==> src/rtl/ram_b.sv <==
// Single-port synchronous data RAM with a registered read port and a selectable write mode.
// Optional macro RAM_B_OUT_REG_EN adds a second output register, giving a read latency of 2.
module ram_b #(
    parameter int DATA_W     = 32,
    parameter int ADDR_W     = 6,
    parameter int WRITE_MODE = 0   // 0 write-first, 1 read-first, 2 no-change
) (
    input  logic              clka,
    input  logic              rsta_n,
    input  logic              wea,
    input  logic [ADDR_W-1:0] addra,
    input  logic [DATA_W-1:0] dina,
    output logic [DATA_W-1:0] douta
);

    localparam int DEPTH = 2 ** ADDR_W;

    // The declaration initialiser gives all-zero power-up contents in simulation and synthesis.
    logic [DATA_W-1:0] r_mem [DEPTH] = '{default: '0};
    logic [DATA_W-1:0] r_stage1;
    logic [DATA_W-1:0] w_rd_data;
    logic [DATA_W-1:0] w_stage1_d;

    // NOTE: the array has no reset branch; a memory cannot be cleared in one cycle, and a reset
    // term would stop it mapping onto block RAM. Writes also commit while rsta_n is low.
    always_ff @(posedge clka) begin
        if (wea) begin
            r_mem[addra] <= dina;
        end
    end

    assign w_rd_data = r_mem[addra];

    // NOTE: the default assignment comes first, so every path through this block drives
    // w_stage1_d and no latch is inferred.
    always_comb begin
        w_stage1_d = r_stage1;
        if (!wea) begin
            w_stage1_d = w_rd_data;
        end else if (WRITE_MODE == 0) begin
            w_stage1_d = dina;
        end else if (WRITE_MODE == 1) begin
            w_stage1_d = w_rd_data;
        end
    end

    always_ff @(posedge clka or negedge rsta_n) begin
        if (!rsta_n) begin
            r_stage1 <= '0;
        end else begin
            r_stage1 <= w_stage1_d;
        end
    end

`ifdef RAM_B_OUT_REG_EN
    logic [DATA_W-1:0] r_stage2;

    always_ff @(posedge clka or negedge rsta_n) begin
        if (!rsta_n) begin
            r_stage2 <= '0;
        end else begin
            r_stage2 <= r_stage1;
        end
    end

    assign douta = r_stage2;
`else
    assign douta = r_stage1;
`endif

endmodule

==> config.mk <==
export PLATFORM = sky130hd
export DESIGN_NAME = ram_b
export DESIGN_NICKNAME = d
export VERILOG_FILES = /design/src/rtl/ram_b.sv
export SDC_FILE = /design/constraint.sdc
export NUM_CORES = 2
export LEC_CHECK = 0
export ABC_AREA = 1
export BUFFER_PORTS_ARGS = -buffer_cell sky130_fd_sc_hd__buf_2
export CORE_ASPECT_RATIO = 0.9
export CORE_MARGIN = 10
export CORE_UTILIZATION = 35
export CTS_BUF_LIST = sky130_fd_sc_hd__clkbuf_4 sky130_fd_sc_hd__clkbuf_8
export CTS_CLUSTER_SIZE = 14
export DETAILED_ROUTE_END_ITERATION = 16
export GPL_TIMING_DRIVEN = 0
export PLACE_DENSITY = 0.57
export SLEW_MARGIN = 20
export SYNTH_ARGS = -nofsm -noshare
export SYNTH_HDL_FRONTEND = slang
export SYNTH_SLANG_ARGS = --single-unit
==> constraint.sdc <==
create_clock -name clka -period 1.1 [get_ports clka]
set_clock_uncertainty 0.1 [all_clocks]
set_input_delay 0.165 -clock clka [delete_from_list [all_inputs] [get_ports clka]]
set_output_delay 0.165 -clock clka [all_outputs]
set_load 0.005 [all_outputs]
## After elaboration in Yosys (flattened, before gate mapping)

Memories as Yosys holds them, arrays and structs flattened. A register that Yosys moved wholly into a read port is not among the register bits.
Cells that the tools add are included.

| cells by class | value |
|---|---|
| multiplexer cells | 2 |
| reductions and logical operators | 1 |

Operators with widths:

| cell | number |
|---|---|
| 1-bit 2-to-1 mux | 2 |
| 1-bit zero test | 1 |

| word-level totals | value |
|---|---|
| flip-flop bits (word level) | 0 |
| RAM bits | 2048 |
| input port bits | 41 |
| memories kept | 1 |

Memory list:

| memory | words | width | rd ports | clocked after Yosys merged registers in | wr ports | line | RTL |
|---|---|---|---|---|---|---|---|
| r_mem | 64 | 32 | 1 | 1 | 1 | 19 | `logic [DATA_W-1:0] r_mem [DEPTH] = '{default: '0};` |

## Logic depth before layout (Yosys ltp)

| depth | value |
|---|---|
| depth after elaboration | 2 |
| gate-level depth with buffers | 16 |
| mapped depth without buffers | 13 |

## Worst setup path after synthesis

Ideal clock, no wire load.

| timing | value |
|---|---|
| path kind | input-to-reg |
| start | input addra[1] |
| end | memory r_mem[41][0] (enable) |
| library setup time | 0.502 ns |
| data arrival time | 3.925 ns |
| required time | 0.498 ns |
| slack | -3.427 ns |
| cell stages on the path | 5 |
| path buffers | 2 |
| cells stage by stage | buf_2 -> buf_4 -> nor2_1 -> inv_1 -> nor4_1 |

RTL lines:

| item | line | RTL |
|---|---|---|
| start: declaration | 11 | `input logic [ADDR_W-1:0] addra,` |
| end: declaration | 19 |  |

Straight into the memory's write port.

## Final worst setup path

| timing | value |
|---|---|
| start | register r_stage1[31] (netlist: douta[31]), read port of r_mem |
| end | output douta[31] |

RTL lines:

| item | line | RTL |
|---|---|---|
| start: declaration | 20 | `logic [DATA_W-1:0] r_stage1;` |
| end: declaration | 13 | `output logic [DATA_W-1:0] douta` |

No word-level cell between the ends.

==> flow_metrics.env <==
export IMPL_fin_cells=13100
export IMPL_pwr_share_seq_pct=51.5
export IMPL_pin_count=73
export IMPL_intPower_mw=128
export IMPL_clk_pin_slew_ns=0.06
export IMPL_worst_pin_slew_ns=1.45
export IMPL_synth_fp_nets=8614
export IMPL_final_common_cell="nand2_1"
export IMPL_final_layout_size_suffix_gt1_share_pct=19.2
export IMPL_grt_use_total_pct=22.4
export IMPL_startpoint_type="flop"
export IMPL_coreArea_um2=248000
export IMPL_syn2layout_area_growth_pct=24.9
export IMPL_combPwrFrac_pct=8.6
export IMPL_critical_path_class="reg2out"
export IMPL_hold_depth=5
export IMPL_clk_latency_ns=1.11
export IMPL_hp_start="addra[3]"
export IMPL_crit_path_top_delay_cell="dfrtp_1"
export IMPL_ys_warn_count=0
export IMPL_ir_drop_mv=1.18
export IMPL_first_iter_violations=7959
export IMPL_cts_sinks=2080
export IMPL_setup_viol=1590
export IMPL_gr_total_overflow=0
export IMPL_path_max_fanout=1
export IMPL_critPathCaptureType="output pin"
export IMPL_netlist_cell_type_count=23
export IMPL_rows=173
export IMPL_p_sw_mw=42.8
export IMPL_synth_cells=8573
export IMPL_r2r_end="douta[15]"
export IMPL_setup_tns_final_ns=-212.17
export IMPL_finalCritPeriodShare_pct=169
export IMPL_whs_endpoint="r_mem[4][31]"
export IMPL_critPathArrivalTime_ns=1.59
export IMPL_finalCriticalPeriod_ns=1.86
export IMPL_violations="hold timing, setup timing"
export IMPL_slew_violations=0
export IMPL_max_slew_margin_rel_pct=3.42
export IMPL_worst_slack_ns=-0.760
export IMPL_cts_tree="done"
export IMPL_synth_top_area_share_pct=70.4
export IMPL_rr_worst_depth=12
export IMPL_die_height_um=494
export IMPL_yosys_area_top_type="edfxtp_1"
export IMPL_via_count=65700
export IMPL_final_nets=9562
export IMPL_die_area_um2=270000
export IMPL_synth_seq_cells=2080
export IMPL_syn_area_per_cell_um2=10.2
export IMPL_clock_path_buffers=4
export IMPL_syn_area_um2=87300
export IMPL_grt_pass1_vias=61600
export IMPL_p_sw_share_pct=25.1
export IMPL_drv_cap=0
export IMPL_place_port_buffers=69
export IMPL_initial_core_util_pct=35.3
export IMPL_h_tree_depth=5
export IMPL_wl_mm=317
export IMPL_power_frac_clock_pct=39.8
export IMPL_reg2reg_from="r_mem[29][15]"
export IMPL_wl_per_cell_um=24.1
export IMPL_ant_nets=0
export IMPL_crit_chain="buf_2"
export IMPL_crit_family="flip-flops"
export IMPL_reg2reg_slack_ns=-0.74
export IMPL_ys_seq_area_share_pct=71.3
export IMPL_drtPass1Iterations=8
export IMPL_powerDensity_nw_per_um2=1560
export IMPL_grt_max_degree=66
export IMPL_crit_buf_inv=1
export IMPL_worstPathRequired_ns=0.83
export IMPL_numPlacedInstances=12100
export IMPL_grt_antenna_before_repair=25
export IMPL_leakage_nw=45.6
export IMPL_cts_buffers_inserted=363
export IMPL_drcViolationCount=0
export IMPL_whs_ns=-0.163
export IMPL_synth_area_top_cells="edfxtp_1 (70%), nand2_1 (25%), buf_2 (1.5%)"
export IMPL_cts_root_buf="clkbuf_8"
export IMPL_hp_class="in2reg"
export IMPL_status="finished, violations left"
export IMPL_fp_dieW_um=547
export IMPL_crit_path_max_incr_delay_ns=0.37
export IMPL_via_per_inst=5.01
export IMPL_gp_congestion=0.974
export IMPL_mostFrequentLayoutCells="nand2_1 (5412), edfxtp_1 (2048), clkbuf_8 (369), buf_2 (280), buf_4 (250)"
export IMPL_fmax_mhz=538
export IMPL_report_final_hold_viol_count=48
export IMPL_grt_pass1_wl_mm=440
export IMPL_dpl_hpwl_mm=205
export IMPL_rsz0062_at_grt="true"
==> Yosys cell counts, drive strengths merged <==
| cell | count |
|---|---|
| edfxtp | 2048 |
| nor2 | 136 |
| o21ai | 6 |
| nand3 | 52 |
| nor3 | 8 |
| o211ai | 2 |
| or2 | 36 |
| clkinv | 1 |
| a21oi | 7 |
| inv | 97 |
| clkbuf | 127 |
| nor4 | 2 |
| nand2 | 5718 |
| buf | 301 |
| dfrtp | 32 |
==> cells by family (layout without fill, tap and decap cells) <==
group	count (synthesis)	in the layout	synth area share, %
other	0	22	0
DFF	2080	2080	71.3
buffers and inverters	526	1719	2.76
AOI/OAI and AO/OA	15	15	0.0917
and+or+nand+nor	5952	5958	25.8
==> power groups by stage <==
stage | registers, mW | logic [mW] | clock network [mW]
after global placement | 89.6 | 11.8 | 0
final | 87.9 | 14.7 | 67.9
after global routing | 87.9 | 15.6 | 72.1
after detailed placement | 89.5 | 12.3 | 0
after CTS | 87.9 | 14.1 | 68.7
after floorplan | 89.5 | 5.91 | 0
==> flip-flops by register name, indices dropped and copies added, names as in the netlist <==
register	flops
douta	32
r_mem	2048
==> cell type report <==
cell class	instances	area, µm²
diodes	22	55.1
plain buffers	426	2270
clock buffers	467	5810
clock inverters	149	877
fillers	23000	139000
inverters	98	418
multi-input cells	5973	25600
flip-flops and latches	2080	62300
well taps	3325	4160
repair buffers	579	7590
==> worst max-delay path by stage <==
stage              start             to  slack (ns)  depth (start not counted)
6_report       douta[31]      douta[31]       -0.76                          1
5_1_grt        douta[31]      douta[31]       -0.81                          1
4_1_cts        douta[31]      douta[31]       -0.84                          1
3_5_place_dp    addra[1]  r_mem[26][17]       -2.72                          6
3_3_place_gp    addra[3]  r_mem[40][14]       -3.07                          6
2_1_floorplan   addra[2]   r_mem[40][0]       -1.27                          5
==> repair_timing <==
| item | in CTS | in global routing |
|---|---|---|
| pin swaps | 209 | 133 |
| hold buffers | 92 | 2 |
| gates resized for setup | 606 | 222 |
| setup buffers | 246 | 39 |
| endpoints found under the hold margin | 2632 | 116 |
| gates cloned | 25 | 14 |
| endpoints found under the setup margin | 2112 | 2368 |
==> stage by stage <==
step	util, %	power, mW	worst slack, ns	area, µm²	hold slack, ns
global placement	37.3	101	-3.07	92400	0.118
floorplan	-	95.5	-1.27	87900	-0.231
finish	44.0	171	-0.760	109000	-0.163
CTS	43.5	171	-0.842	108000	-0.271
detailed placement	38.3	102	-2.72	94700	0.143
global route	44.0	176	-0.810	109000	-0.196
==> per-layer routing <==
metal | track usage [%] | wire length, µm
met1 | 30.0 | 127000
met3 | 5.79 | 33600
met2 | 33.8 | 139000
met4 | 10.9 | 17200
met5 | 0 | 146
Note: power is estimated with default switching activity, not from simulation.
